`src/rtl/fir_pkg.sv`:
```
// Shared constants and types for the unfolded FIR datapath: sample width,
// lane count and the packer slot-state encoding.
package fir_pkg;

  localparam int unsigned NB_DEFAULT = 8;
  // Unfolding factor shared with myfir and data_sink
  localparam int unsigned NLANES     = 3;

  typedef enum logic [1:0] {
    S0,
    S1,
    S2
  } slot_state_e;

endpackage

```
`src/rtl/fir_sp_packer.sv`:
```
// Serial-to-parallel packer: groups three valid samples into one block for myfir,
// with zero-padded flush. Define PACKER_CNT_EN to add the BLK_CNT block counter.
module fir_sp_packer
  import fir_pkg::*;
#(
  parameter int unsigned NB = NB_DEFAULT
`ifdef PACKER_CNT_EN
  ,
  parameter int unsigned CNTW = 16
`endif
) (
  input  logic          CLK,
  input  logic          RST,
  input  logic          VIN,
  input  logic [NB-1:0] DIN,
  input  logic          FLUSH,
  output logic [NB-1:0] DOUT_0,
  output logic [NB-1:0] DOUT_1,
  output logic [NB-1:0] DOUT_2,
  output logic          VOUT,
`ifdef PACKER_CNT_EN
  output logic [CNTW-1:0] BLK_CNT,
`endif
  output logic          BUSY
);

  // Only the first NLANES-1 samples need holding; the last one goes straight out.
  logic [NB-1:0] r_slot [NLANES-1];
  slot_state_e   r_state;
  logic [NB-1:0] r_dout_0;
  logic [NB-1:0] r_dout_1;
  logic [NB-1:0] r_dout_2;
  logic          r_vout;
  logic          r_busy;

  always_ff @(posedge CLK) begin
    if (RST) begin
      r_state  <= S0;
      r_slot   <= '{default: '0};
      r_dout_0 <= '0;
      r_dout_1 <= '0;
      r_dout_2 <= '0;
      r_vout   <= 1'b0;
      r_busy   <= 1'b0;
    end else begin
      r_vout <= 1'b0;
      unique case (r_state)
        S0: begin
          if (VIN) begin
            r_slot[0] <= DIN;
            if (FLUSH) begin
              // Sample lands in slot 0, then the flush emits it alone.
              r_dout_0 <= DIN;
              r_dout_1 <= '0;
              r_dout_2 <= '0;
              r_vout   <= 1'b1;
              r_state  <= S0;
              r_busy   <= 1'b0;
            end else begin
              r_state <= S1;
              r_busy  <= 1'b1;
            end
          end
        end
        S1: begin
          if (VIN) begin
            r_slot[1] <= DIN;
            if (FLUSH) begin
              r_dout_0 <= r_slot[0];
              r_dout_1 <= DIN;
              r_dout_2 <= '0;
              r_vout   <= 1'b1;
              r_state  <= S0;
              r_busy   <= 1'b0;
            end else begin
              r_state <= S2;
              r_busy  <= 1'b1;
            end
          end else if (FLUSH) begin
            r_dout_0 <= r_slot[0];
            r_dout_1 <= '0;
            r_dout_2 <= '0;
            r_vout   <= 1'b1;
            r_state  <= S0;
            r_busy   <= 1'b0;
          end
        end
        S2: begin
          // A completed block already empties the packer, so FLUSH adds nothing.
          if (VIN) begin
            r_dout_0 <= r_slot[0];
            r_dout_1 <= r_slot[1];
            r_dout_2 <= DIN;
            r_vout   <= 1'b1;
            r_state  <= S0;
            r_busy   <= 1'b0;
          end else if (FLUSH) begin
            r_dout_0 <= r_slot[0];
            r_dout_1 <= r_slot[1];
            r_dout_2 <= '0;
            r_vout   <= 1'b1;
            r_state  <= S0;
            r_busy   <= 1'b0;
          end
        end
        default: begin
          r_state <= S0;
          r_busy  <= 1'b0;
        end
      endcase
    end
  end

`ifdef PACKER_CNT_EN
  logic [CNTW-1:0] r_blk_cnt;
  logic            w_emit;

  // Mirrors every condition above that sets r_vout.
  always_comb begin
    w_emit = 1'b0;
    unique case (r_state)
      S0:      w_emit = VIN && FLUSH;
      S1:      w_emit = FLUSH;
      S2:      w_emit = VIN || FLUSH;
      default: w_emit = 1'b0;
    endcase
  end

  always_ff @(posedge CLK) begin
    if (RST) begin
      r_blk_cnt <= '0;
    end else if (w_emit) begin
      r_blk_cnt <= r_blk_cnt + 1'b1;
    end
  end

  assign BLK_CNT = r_blk_cnt;
`endif

  assign DOUT_0 = r_dout_0;
  assign DOUT_1 = r_dout_1;
  assign DOUT_2 = r_dout_2;
  assign VOUT   = r_vout;
  assign BUSY   = r_busy;

endmodule
```
`config.mk`:
```
export PLATFORM = sky130hd
export DESIGN_NAME = fir_sp_packer
export DESIGN_NICKNAME = d
export VERILOG_FILES = /design/src/rtl/fir_pkg.sv /design/src/rtl/fir_sp_packer.sv
export SDC_FILE = /design/constraint.sdc
export NUM_CORES = 1
export LEC_CHECK = 0
export CORE_MARGIN = 2
export CORE_UTILIZATION = 25
export CTS_CLUSTER_SIZE = 10
export DETAILED_ROUTE_END_ITERATION = 6
export PLACE_DENSITY_LB_ADDON = 0.08
export SLEW_MARGIN = 15
export SYNTH_ARGS = -nofsm -noshare
export SYNTH_HDL_FRONTEND = slang
export SYNTH_SLANG_ARGS = --single-unit
export TNS_END_PERCENT = 30
```
`constraint.sdc`:
```
create_clock -name CLK -period 2.1 [get_ports CLK]
set_input_delay 0.63 -clock CLK [delete_from_list [all_inputs] [get_ports CLK]]
set_output_delay 0.63 -clock CLK [all_outputs]
set_load 0.01 [all_outputs]
```
# Word level (Yosys, flattened, before mapping)
# Cells that the tools add are included.
# word_totals
in_bits,12
elab_cells,53
output_inout_bits,26
reg_bits,44
# op_classes
n_reduce_logical,7
eq_ne,6
muxes,32
# op_table
op,count
$mux 8,12
$pmux 8 s3,3
$mux 2,5
$mux 1,9
$ne 3x3->1 const B,2
$pmux 1 s3,2
$pmux 2 s3,1
$reduce_and 2->1,3
$ne 2x2->1 const B,2
$reduce_and 4->1,1
$reduce_and 3->1,1
$reduce_bool 3->1,1
$eq 2x1->1 const B,1
$eq 2x2->1 const B,1
$logic_not 2->1,1

# Logic depth before layout (Yosys ltp)
# logic_depth
depth_word,3
ltp_mapped,7

# Least setup slack after synthesis
# Ideal clock, no wire load.
# synth_path
path_kind,register to register
startpoint,reg r_state[0]
endpoint,"reg r_dout_1[3], in the netlist DOUT_1[3]"
path_buffers,1
path_stages_with_launch,7
path_slack_ns,0.443
required_time_ns,1.963
arrival_ns,1.520
period_less_slack_ns,1.657
path_cell_list,dfxtp_1 inv_1 ha_1 clkbuf_1 o21ai_0 a21oi_2 o32ai_1
# synth_via
elab_chain_cells,3
elab_cells_between_ends,9
cone_classes,eq/ne (5); mux (1); reduce/logical (3)
# synth_lines
element,line,text
"start, declared",fir_sp_packer.sv:29,slot_state_e r_state;
"start signal, assigned",fir_sp_packer.sv:38,r_state <= S0;
"start signal, assigned",fir_sp_packer.sv:57,r_state <= S0;
"start signal, assigned",fir_sp_packer.sv:60,r_state <= S1;
"$eq 2x1->1, or another cell as far along",fir_sp_packer.sv:47,unique case (r_state)
"$ne 3x3->1 (no line), or another cell as far along",--,
$reduce_and 4->1 (no line),--,
"end signal, assigned",fir_sp_packer.sv:92,r_dout_1 <= r_slot[1];
"end signal, assigned",fir_sp_packer.sv:99,r_dout_1 <= r_slot[1];
"end, declared",fir_sp_packer.sv:31,logic [NB-1:0] r_dout_1;
# Several ways; a longest one is shown, not always the timed one.
# A chain may end at the register's enable or synchronous reset.

# Worst setup path after layout
# layout_path
startpoint,in VIN
endpoint,"reg r_dout_1[5], in the netlist DOUT_1[5]"
# layout_via
elab_chain_cells,2
elab_cells_between_ends,7
cone_classes,eq/ne (3); mux (3); reduce/logical (1)
# layout_lines
element,line,text
"start, declared",fir_sp_packer.sv:14,"input logic VIN,"
"$ne 3x3->1 (no line), or another cell as far along",--,
$reduce_and 4->1 (no line) or $pmux 8 s3 (tied branches),--,
# Several ways; a longest one is shown, not always the timed one.

==> impl_metrics.py <==
metrics = {
    "synth": {
        "synth_warnings": 0,
        "synth_area_um2": 2180,
        "synth_cells": 251,
        "synth.top_cells.by_area": "dfxtp_1, a21oi_1, nand2_1",
        "yosysTopAreaCell": "dfxtp_1",
        "syn_area_per_cell_um2": 8.69,
        "synth.distinct_cells": 34,
        "syn_nets": 270,
        "synth_top_area_share": 0.404,
        "ys_seq_area_frac": 0.404,
        "ys_ff_latch": 44,
    },
    "setup_path": {
        "cp-end-kind": "flip-flop",
        "worst-r2r-cell-count": 6,
        "crit_required_ps": 2310,
        "crit_type": "in2reg",
        "critPathMaxStageDelay_ps": 580,
        "crit_chain": "clkdlybuf4s50_1 -> buf_4 -> nand2b_2 -> o2111ai_2 -> o32ai_1",
        "cpLargestDelayFamily": "buffers and inverters",
        "crit_arrival_ps": 2180,
        "r2r_end": "DOUT_0[1]$_SDFFE_PP0P_",
        "path_max_fanout": 8,
        "critPathSlowestCell": "clkdlybuf4s50_1",
        "path_buf_inv": 2,
        "r2r-start": "r_state[0]$_SDFFE_PP0P_",
        "reg2reg_slack_ps": 230,
        "start_kind": "input pin",
    },
    "outcome": {
        "status": "finished with violations",
        "violations": "DRC",
    },
    "layout": {
        "num-fill-cells": 931,
        "final_common_cell": "dfxtp_1",
        "final_cell_count_no_fill": 424,
        "area_growth_syn_to_layout_pct": 36.8,
        "nNetsFinal": 335,
        "layout_common_cells": "dfxtp_1, clkdlybuf4s50_1, buf_4, a21oi_1, nand2_1",
        "antenna_cells": 0,
        "multi_input_area_um2": 1190,
        "regArea_um2": 881,
        "drive_gt1_frac": 0.203,
        "final_cell_area_um2": 2980,
    },
    "die": {
        "std_cell_rows": 34,
        "die-area_um2": 9490,
        "core_region_area_um2": 8590,
        "pin_count": 38,
        "initial_utilization": 0.254,
        "die_h_um": 97.4,
        "dieWidth_um": 97.4,
    },
    "detailed_routing": {
        "vias": 2048,
        "first_iter_violations": 82,
        "ant_nets": 0,
        "routed_wl_um": 6570,
        "viasPerCell": 4.83,
        "first_pass_iters": 7,
        "wl_per_cell_um": 15.5,
        "drc_errors": 1,
    },
    "placement": {
        "dp_slack_ps": -204,
        "dp_hpwl_um": 4750,
        "place_inst": 417,
        "placed_area_um2": 2890,
        "gp_congestion": 0.809,
        "port_buffers": 37,
    },
    "global_routing": {
        "grt-ovfl-total": 0,
        "grt_first_pass_wirelength_um": 11000,
        "grt_max_degree": 31,
        "grt_usage": 0.144,
        "grtUsageMet2": 0.216,
        "met3_usage": 0.0266,
        "use_met1": 0.211,
        "busiest_layer": "met2",
        "antenna_found_initial": 0,
        "first_global_vias": 2000,
    },
    "timing": {
        "maxSlewHeadroom": 0.592,
        "worst_slew_pin_slew_ps": 612,
        "finalHoldViolCount": 0,
        "finClkSkew_ps": 8.35,
        "finalCritPeriodShare": 0.939,
        "rsz0062_at_grt": "yes",
        "finalCriticalPeriod_ps": 1970,
        "setup_viol": 0,
        "final_max_slew_viol_count": 0,
        "fmax_mhz": 507,
        "setup_ws_ps": 128,
        "tns_ps": 0,
    },
    "min_path": {
        "hold_end": "r_slot[7]$_SDFFE_PP0P_",
        "hold_path.class": "reg2reg",
        "hold_depth": 2,
        "hold_path_startpoint": "r_slot[7]$_SDFFE_PP0P_",
    },
    "run": {
        "cap_viol_max_count": 0,
    },
    "clock_tree": {
        "post_cts_buffers": 0,
        "clk_pin_slew_ps": 90,
        "insertion_delay_ps": 300,
        "clockBufferDepth": 2,
        "cts_root_buf": "clkbuf_8",
        "cts_sinks": 44,
        "cts_buffers": 5,
        "cts_tree": "yes",
        "h-tree-depth": 2,
    },
    "power": {
        "power.leakage_nw": 1.04,
        "p_per_area_nw_per_um2": 621,
        "vdd_drop_max_mv": 0.246,
    },
}
==> routing by layer <==
metal / vias to the layer above / wire length [µm]
met1: 978 / 3480
met5: - / 0
li1: 1030 / -
met2: 34 / 2870
met3: 6 / 151
met4: 0 / 73
==> logic make-up after synthesis <==
group	after synthesis	synth area share
flip-flops	44	0.404
buffers and inverters	24	0.0551
multiplexers	2	0.00918
AO/OA/AOI/OAI	103	0.328
adder cells (fa/ha/maj)	7	0.0402
AND/OR/NAND/NOR	71	0.164
==> worst max path at each step <==
| stage | startpoint | to | depth (start not counted) |
|---|---|---|---|
| global placement | VIN | DOUT_1[5]$_SDFFE_PP0P_ | 4 |
| global route | VIN | DOUT_1[2]$_SDFFE_PP0P_ | 5 |
| detailed placement | VIN | DOUT_1[5]$_SDFFE_PP0P_ | 4 |
| CTS | VIN | DOUT_1[5]$_SDFFE_PP0P_ | 4 |
| finish | VIN | DOUT_1[5]$_SDFFE_PP0P_ | 5 |
| floorplan | r_state[0]$_SDFFE_PP0P_ | DOUT_1[3]$_SDFFE_PP0P_ | 6 |
==> report_power, final <==
| group | switching [mW] | internal (mW) |
|---|---|---|
| clock network | 0.308 | 0.226 |
| logic | 0.215 | 0.202 |
| registers | 0.0284 | 0.873 |
| total | 0.551 | 1.30 |
==> cell usage after synthesis, drive strengths merged <==
cell type,count
a211o,2
a211oi,2
a21bo,1
a21boi,9
a21o,8
a21oi,33
a311oi,7
buf,7
clkbuf,9
dfxtp,44
ha,7
inv,8
mux2i,2
nand2,28
nand2b,16
nand3,17
nor2,8
nor2b,2
o2111ai,1
o211ai,8
o21a,1
o21ai,23
o32ai,8
==> cell type report <==
cell class                      count  area share
Tap cell                          108      0.0453
Clock inverter                      2     0.00419
Multi-Input combinational cell    183       0.398
Clock buffer                        5      0.0231
Timing Repair Buffer               74       0.224
Sequential cell                    44       0.295
Inverter                            8      0.0101
==> registers in the layout (all words and copies together) (netlist names) <==
name and count:
r_slot 16, DOUT_0 8, DOUT_1 8, DOUT_2 8
r_state 2, BUSY 1, VOUT 1
==> worst min-delay path, cell delays in order (launching register included) <==
cell     delay, ps
dfxtp_1        320
nand2_1         50
a21oi_1         50
==> stage by stage <==
step	total power, mW	hold WS (ps)	util
3_3_place_gp	1.34	439	0.337
4_1_cts	1.89	461	0.346
5_1_grt	1.96	478	0.347
2_1_floorplan	1.13	433	-
6_report	1.85	459	0.347
3_5_place_dp	1.34	446	0.337
==> repair_timing <==
item | in CTS | in global routing
endpoints found under the setup margin | 0 | 4
endpoints found under the hold margin | 0 | 0
gates resized for setup | 0 | 1
hold buffers | 0 | 0
Power figures use the tool's default switching activity.
